`config.mk`:
```
export PLATFORM = sky130hd
export DESIGN_NAME = fpga_exit_status_reporter
export DESIGN_NICKNAME = d
export VERILOG_FILES = /design/src/rtl/fpga_exit_reporter_pkg.sv /design/src/rtl/fpga_exit_status_reporter_tx.sv /design/src/rtl/fpga_exit_status_reporter.sv
export SDC_FILE = /design/constraint.sdc
export NUM_CORES = 1
export LEC_CHECK = 0
export ABC_AREA = 1
export CAP_MARGIN = 10
export CORE_MARGIN = 1
export CORE_UTILIZATION = 50
export CTS_BUF_LIST = sky130_fd_sc_hd__clkbuf_8
export DETAILED_ROUTE_END_ITERATION = 6
export PLACE_DENSITY_LB_ADDON = 0.1
export SYNTH_ARGS = -nofsm -noshare
export SYNTH_HDL_FRONTEND = slang
export SYNTH_SLANG_ARGS = --single-unit
```
`constraint.sdc`:
```
create_clock -name clk_i -period 2.05 [get_ports clk_i]
set_input_delay 0.3075 -clock clk_i [delete_from_list [all_inputs] [get_ports clk_i]]
set_output_delay 0.3075 -clock clk_i [all_outputs]
set_load 0.01 [all_outputs]
```
`src/rtl/fpga_exit_reporter_pkg.sv`:
```
// Shared types and constants for the exit-status reporter.
//   tx_state_t : serializer states (IDLE/START/DATA/STOP)
//   MSG_LEN    : characters per report line "EXIT=XXXXXXXX\r\n"
//   hex_ascii  : nibble -> uppercase ASCII hex digit
//   msg_char   : character at a given line position for a captured value
package fpga_exit_reporter_pkg;

  typedef enum logic [1:0] {
    IDLE  = 2'd0,
    START = 2'd1,
    DATA  = 2'd2,
    STOP  = 2'd3
  } tx_state_t;

  localparam int         MSG_LEN   = 15;
  localparam logic [3:0] LAST_CHAR = 4'(MSG_LEN - 1);

  localparam logic [7:0] ASCII_E  = 8'h45;
  localparam logic [7:0] ASCII_X  = 8'h58;
  localparam logic [7:0] ASCII_I  = 8'h49;
  localparam logic [7:0] ASCII_T  = 8'h54;
  localparam logic [7:0] ASCII_EQ = 8'h3D;
  localparam logic [7:0] ASCII_CR = 8'h0D;
  localparam logic [7:0] ASCII_LF = 8'h0A;

  function automatic logic [7:0] hex_ascii(input logic [3:0] nib);
    logic [7:0] w_char;
    if (nib < 4'd10) w_char = 8'h30 + {4'h0, nib};
    else             w_char = 8'h41 + ({4'h0, nib} - 8'd10);
    return w_char;
  endfunction

  // Positions 5..12 carry the value most-significant nibble first.
  function automatic logic [7:0] msg_char(input logic [3:0] idx, input logic [31:0] value);
    logic [7:0] w_char;
    w_char = ASCII_LF;
    case (idx)
      4'd0:  w_char = ASCII_E;
      4'd1:  w_char = ASCII_X;
      4'd2:  w_char = ASCII_I;
      4'd3:  w_char = ASCII_T;
      4'd4:  w_char = ASCII_EQ;
      4'd5:  w_char = hex_ascii(value[31:28]);
      4'd6:  w_char = hex_ascii(value[27:24]);
      4'd7:  w_char = hex_ascii(value[23:20]);
      4'd8:  w_char = hex_ascii(value[19:16]);
      4'd9:  w_char = hex_ascii(value[15:12]);
      4'd10: w_char = hex_ascii(value[11:8]);
      4'd11: w_char = hex_ascii(value[7:4]);
      4'd12: w_char = hex_ascii(value[3:0]);
      4'd13: w_char = ASCII_CR;
      default: w_char = ASCII_LF;
    endcase
    return w_char;
  endfunction

endpackage

```
`src/rtl/fpga_exit_status_reporter_tx.sv`:
```
// 8N1 UART byte serializer, LSB first, idle high.
// Ports:
//   i_clk, i_rst_n : clock, asynchronous active-low reset
//   i_valid/i_data : byte offered for transmission
//   o_ready        : high on the edge where an offered byte is accepted
//                    (idle, or last cycle of a stop bit -> back-to-back frames)
//   o_tx           : serial output (registered)
//
// state | meaning
// ------+-----------------------------------------------
// IDLE  | line high, waiting for a byte
// START | driving the start bit (0)
// DATA  | driving data bits 0..7, LSB first
// STOP  | driving the stop bit (1); may chain into START
module fpga_uart_tx_byte
  import fpga_exit_reporter_pkg::*;
#(
  parameter int CLKS_PER_BIT = 10
) (
  input  logic       i_clk,
  input  logic       i_rst_n,
  input  logic       i_valid,
  input  logic [7:0] i_data,
  output logic       o_ready,
  output logic       o_tx
);

  localparam int                CNT_W    = (CLKS_PER_BIT > 2) ? $clog2(CLKS_PER_BIT) : 1;
  localparam logic [CNT_W-1:0]  CNT_LAST = CNT_W'(CLKS_PER_BIT - 1);

  tx_state_t        r_state,    w_state_nxt;
  logic [CNT_W-1:0] r_baud_cnt, w_baud_cnt_nxt;
  logic [2:0]       r_bit_idx,  w_bit_idx_nxt;
  logic [7:0]       r_shift,    w_shift_nxt;
  logic             r_tx,       w_tx_nxt;
  logic             w_bit_end;

  assign w_bit_end = (r_baud_cnt == CNT_LAST);
  assign o_tx      = r_tx;

  always_ff @(posedge i_clk or negedge i_rst_n) begin
    if (!i_rst_n) begin
      r_state    <= IDLE;
      r_baud_cnt <= '0;
      r_bit_idx  <= '0;
      r_shift    <= '0;
      r_tx       <= 1'b1;
    end else begin
      r_state    <= w_state_nxt;
      r_baud_cnt <= w_baud_cnt_nxt;
      r_bit_idx  <= w_bit_idx_nxt;
      r_shift    <= w_shift_nxt;
      r_tx       <= w_tx_nxt;
    end
  end

  always_comb begin
    w_state_nxt    = r_state;
    w_baud_cnt_nxt = w_bit_end ? '0 : r_baud_cnt + 1'b1;
    w_bit_idx_nxt  = r_bit_idx;
    w_shift_nxt    = r_shift;
    w_tx_nxt       = r_tx;
    o_ready        = 1'b0;
    case (r_state)
      IDLE: begin
        o_ready        = 1'b1;
        w_baud_cnt_nxt = '0;
        w_tx_nxt       = 1'b1;
        if (i_valid) begin
          w_state_nxt = START;
          w_shift_nxt = i_data;
          w_tx_nxt    = 1'b0;
        end
      end
      START: begin
        if (w_bit_end) begin
          w_state_nxt   = DATA;
          w_bit_idx_nxt = 3'd0;
          w_tx_nxt      = r_shift[0];
        end
      end
      DATA: begin
        if (w_bit_end) begin
          if (r_bit_idx == 3'd7) begin
            w_state_nxt = STOP;
            w_tx_nxt    = 1'b1;
          end else begin
            w_bit_idx_nxt = r_bit_idx + 3'd1;
            w_shift_nxt   = {1'b0, r_shift[7:1]};
            w_tx_nxt      = r_shift[1];
          end
        end
      end
      STOP: begin
        // Accepting here makes the next start bit follow the stop bit with no gap.
        o_ready = w_bit_end;
        if (w_bit_end) begin
          if (i_valid) begin
            w_state_nxt = START;
            w_shift_nxt = i_data;
            w_tx_nxt    = 1'b0;
          end else begin
            w_state_nxt = IDLE;
            w_tx_nxt    = 1'b1;
          end
        end
      end
      default: begin
        w_state_nxt = IDLE;
        w_tx_nxt    = 1'b1;
      end
    endcase
  end

endmodule

```
`src/rtl/fpga_exit_status_reporter.sv`:
```
// Reports the program exit value over a debug UART and on pass/fail LEDs.
// A rising edge of exit_valid_i while idle captures exit_value_i and sends
// "EXIT=XXXXXXXX\r\n" (uppercase hex, MSB nibble first) as 8N1 frames.
// Ports:
//   clk_i, rst_ni  : clock, asynchronous active-low reset
//   exit_valid_i   : exit valid level (synchronous to clk_i)
//   exit_value_i   : 32-bit exit value
//   uart_tx_o      : debug UART TX, idle high
//   busy_o         : message in progress
//   done_o         : sticky, at least one message completed
//   led_pass_o     : last completed message reported zero
//   led_fail_o     : last completed message reported non-zero
module fpga_exit_status_reporter
  import fpga_exit_reporter_pkg::*;
#(
  parameter int CLK_FREQ_HZ = 15_000_000,
  parameter int BAUD_RATE   = 115_200
) (
  input  logic        clk_i,
  input  logic        rst_ni,
  input  logic        exit_valid_i,
  input  logic [31:0] exit_value_i,
  output logic        uart_tx_o,
  output logic        busy_o,
  output logic        done_o,
  output logic        led_pass_o,
  output logic        led_fail_o
);

  localparam int CLKS_PER_BIT = CLK_FREQ_HZ / BAUD_RATE;

  if (CLKS_PER_BIT < 2) begin : g_baud_check
    $error("fpga_exit_status_reporter: CLKS_PER_BIT must be at least 2");
  end

  logic        r_valid_q;
  logic [31:0] r_value;
  logic [3:0]  r_char_idx;
  logic        r_busy;
  logic        r_done;
  logic        r_led_pass;
  logic        r_led_fail;

  logic        w_rise;
  logic        w_start;
  logic        w_byte_valid;
  logic [7:0]  w_byte_data;
  logic        w_byte_ready;
  logic        w_tx;
  logic [3:0]  w_next_idx;

  assign w_rise     = exit_valid_i & ~r_valid_q;
  assign w_start    = w_rise & ~r_busy;
  assign w_next_idx = r_char_idx + 4'd1;

  // The first character goes straight to the serializer on the capture edge so
  // the start bit begins on that same edge; later characters are offered for
  // the whole message and taken at each stop-bit end.
  assign w_byte_valid = w_start | (r_busy & (r_char_idx != LAST_CHAR));
  assign w_byte_data  = w_start ? ASCII_E : msg_char(w_next_idx, r_value);

  always_ff @(posedge clk_i or negedge rst_ni) begin
    if (!rst_ni) begin
      r_valid_q  <= 1'b0;
      r_value    <= '0;
      r_char_idx <= '0;
      r_busy     <= 1'b0;
      r_done     <= 1'b0;
      r_led_pass <= 1'b0;
      r_led_fail <= 1'b0;
    end else begin
      r_valid_q <= exit_valid_i;
      if (w_start) begin
        r_value    <= exit_value_i;
        r_char_idx <= '0;
        r_busy     <= 1'b1;
      end else if (r_busy && w_byte_ready) begin
        // While busy, ready only pulses at the end of a stop bit.
        if (r_char_idx == LAST_CHAR) begin
          r_busy     <= 1'b0;
          r_done     <= 1'b1;
          r_led_pass <= (r_value == '0);
          r_led_fail <= (r_value != '0);
        end else begin
          r_char_idx <= w_next_idx;
        end
      end
    end
  end

  fpga_uart_tx_byte #(
    .CLKS_PER_BIT (CLKS_PER_BIT)
  ) u_tx (
    .i_clk   (clk_i),
    .i_rst_n (rst_ni),
    .i_valid (w_byte_valid),
    .i_data  (w_byte_data),
    .o_ready (w_byte_ready),
    .o_tx    (w_tx)
  );

  assign uart_tx_o  = w_tx;
  assign busy_o     = r_busy;
  assign done_o     = r_done;
  assign led_pass_o = r_led_pass;
  assign led_fail_o = r_led_fail;

endmodule

```
==> impl_metrics.ini <==
[status]
status = completed

[timing]
slew_headroom_pct = 68.9
finalCriticalPeriod_ns = 2.00
hold_violations = 0
rsz0062_at_grt = yes
holdWs_ns = 0.427
setup_viol = 0
fin_crit_sh_pct = 97.7
skew_ns = 0.00983
maxSlewViolCount = 0
worst_pin_slew_ns = 0.461
clock.fmax_mhz = 499

[floorplan]
start_util_pct = 52.7
core_um2 = 9420
dieArea_um2 = 10300
die_h_um = 102
io_pins = 40
dieWidth_um = 102
num_rows = 35

[clocking]
cts_root_buf = clkbuf_8
cts_made_buffers = 9
clkLatencyLatePin_ns = 0.35
cts_buffer_depth = 2
htreeDepth = 3
clkSlewWorstSetupHoldPaths_ns = 0.08
cts_tree = yes
numClockSinks = 62

[synth]
avgSynthCellArea_um2 = 6.98
netlist.area_leader.share_pct = 30.8
synth_nets = 798
synth_edf_count = 0
ys.flop_type = dfrtp_1
ys_ff_latch = 62
synth_area_leaders = dfrtp_1, ha_1, nand2_1, nor2_1, inv_1
yosysSeqAreaShare_pct = 31.3
post-synth-top-area-cell = dfrtp_1
yosysWarnings = 0
synthCells = 710
ys_async_sr_fraction_pct = 100
netlist_area_um2 = 4960
synth_cell_type_count = 40

[detailed_routing]
drt_pass1_iterations = 5
drt-total-wl_mm = 12.9
routedWlPerCell_um = 13.9
num_vias = 4849
ant_nets = 0
vias_per_cell = 5.19
drtIter0Drc = 218
drc_errors = 0

[grt]
track_usage_pct = 26.0
grt_max_degree = 67
grt_overflow = 0
grt_pass1_vias = 4523
grt_pass1_wl_mm = 20.9
antenna_found_initial = 0

[cells_and_area]
seqCellArea_um2 = 1550
fin_nets = 888
multi_input_area_um2 = 3210
antenna_cells = 0
area_growth_pct = 27.0
fin_cells = 934
n_fill_cell = 837
layout-drive-gt1-share_pct = 19.4

[min_path]
min_path_type = input port to flip-flop

[place]
gp_congestion = 0.955
port_buffers = 39
placed_cells = 903
dp_hpwl_mm = 9.72

[critical_path]
crit_type = flip-flop to flip-flop
crit_fanout = 4
end_kind = flip-flop
cp.required_ns = 2.32
crit_arrival_ns = 2.27
crit_path_start_kind = flip-flop

[pwr]
p_leak_nw = 3.27
ir_drop_mv = 0.474
p_per_area_nw_per_um2 = 751

[job]
maxCapViolCount = 0
[cell usage after synthesis (all sizes together), types with 8 or more instances]
cell type / count
a21oi: 54
clkbuf: 9
dfrtp: 61
ha: 53
inv: 97
nand2: 169
nand3: 45
nor2: 106
nor3: 8
o211ai: 8
o21ai: 51
xor2: 8
[what timing repair did]
action,4_1_cts,5_1_grt
endpoints found under the setup margin,2,10
hold endpoints to repair,61,0
pin swaps,0,24
setup buffers,0,14
gates resized for setup,6,57
cloned,0,0
hold buffers,1,0
[cells in the final DEF (no fill, tap or decap), types with 5 or more instances in the layout]
master	Yosys	final
o21ai_1	6	5
inv_2	3	18
clkdlybuf4s50_1	0	38
o211ai_1	8	8
nor3_1	8	7
nor2_1	99	93
nand3_1	45	45
a21oi_1	54	48
ha_1	53	41
o21ai_0	44	41
o21ai_2	1	5
nand4_1	6	6
xnor2_1	5	5
dfrtp_1	61	60
a21oi_2	0	6
nand2_1	159	149
inv_1	93	79
o22ai_1	5	5
buf_4	0	51
ha_4	0	10
clkbuf_8	0	9
xor2_1	8	8
nor2_2	2	7
nand2_2	9	18
[state kept, by name, summed over array words and instances, names as in the netlist]
signal           count
busy_o               1
done_o               1
led_fail_o           1
led_pass_o           1
r_char_idx           4
r_valid_q            1
r_value             32
u_tx.o_tx            1
u_tx.r_baud_cnt      8
u_tx.r_bit_idx       3
u_tx.r_shift         7
u_tx.r_state         2
[cell families (layout without fill, tap and decap cells)]
kind of cell	after synthesis	count (layout)	share of synthesized area [%]
simple gates	345	345	30.3
mux	3	3	0.681
buf+inv	111	206	8.76
xor+xnor	13	13	2.30
compound gates	123	123	13.3
fa+ha+maj	53	53	13.4
flops	62	62	31.3
[critical path, cell delays in order, from the launching register on]
cell and delay [ns]:
dfrtp_1 0.42, inv_2 0.10, ha_4 0.13, inv_2 0.04, ha_4 0.25, inv_1 0.05, nor2_1 0.12, nand2_1 0.10
or2_4 0.23, nand2_2 0.05, nand2_1 0.05, nand2_1 0.08, nor2_2 0.04, nand3_1 0.06, nand2_1 0.06, a21boi_1 0.14
[routing by layer]
layer  vias up  track usage [%]  part of all wire (%)
met5         -                0                     0
met4         0             10.3                   2.6
met3        27             3.11                   3.6
met2       117             43.5                    47
met1      2236             34.3                    47
li1       2469                -                     -
[power breakdown]
group	switching, W	internal [W]
registers	0.000164	0.00135
clock network	0.000529	0.000555
logic	0.00123	0.000905
total	0.00192	0.00281
[per-stage QoR]
stage / setup WS (ns) / setup TNS, ns / total power, W / cell area [um2] / util (%)
final: 0.0469 / 0 / 0.00473 / 6300 / 66.9
after detailed placement: -0.0768 / -0.0784 / 0.00337 / 5760 / 61.2
after floorplan: 0.196 / 0 / 0.00276 / 4960 / -
after global placement: -0.0350 / -0.0350 / 0.00332 / 5760 / 61.2
after CTS: 0.0104 / 0 / 0.00446 / 5970 / 63.4
after global routing: -0.0751 / -0.187 / 0.00508 / 6300 / 66.9
[area by class of cell]
| type | count | share of cell area (%) |
|---|---|---|
| multi-input combinational | 537 | 50.9 |
| sequential | 62 | 24.7 |
| timing repair buffer | 93 | 13.0 |
| clock buffer | 9 | 1.97 |
| clock inverter | 7 | 1.05 |
| tap | 129 | 2.56 |
| inverter | 97 | 5.86 |
[worst paths after layout]
kind | from | endpoint | slack, ns | depth (start not counted)
worst max-delay path | r_value[30] | u_tx.r_shift[4] | 0.05 | 15
worst min-delay path | exit_valid_i | r_valid_q | 0.43 | 1
worst max register to register | r_value[30] | u_tx.r_shift[4] | 0.05 | 15
worst min register to register | done_o | done_o | 0.47 | 1
max in group asynchronous | rst_ni | u_tx.o_tx | 1.23 | 3
min in group asynchronous | rst_ni | r_value[16] | 0.51 | 3
Power figures use the tool's default switching activity.
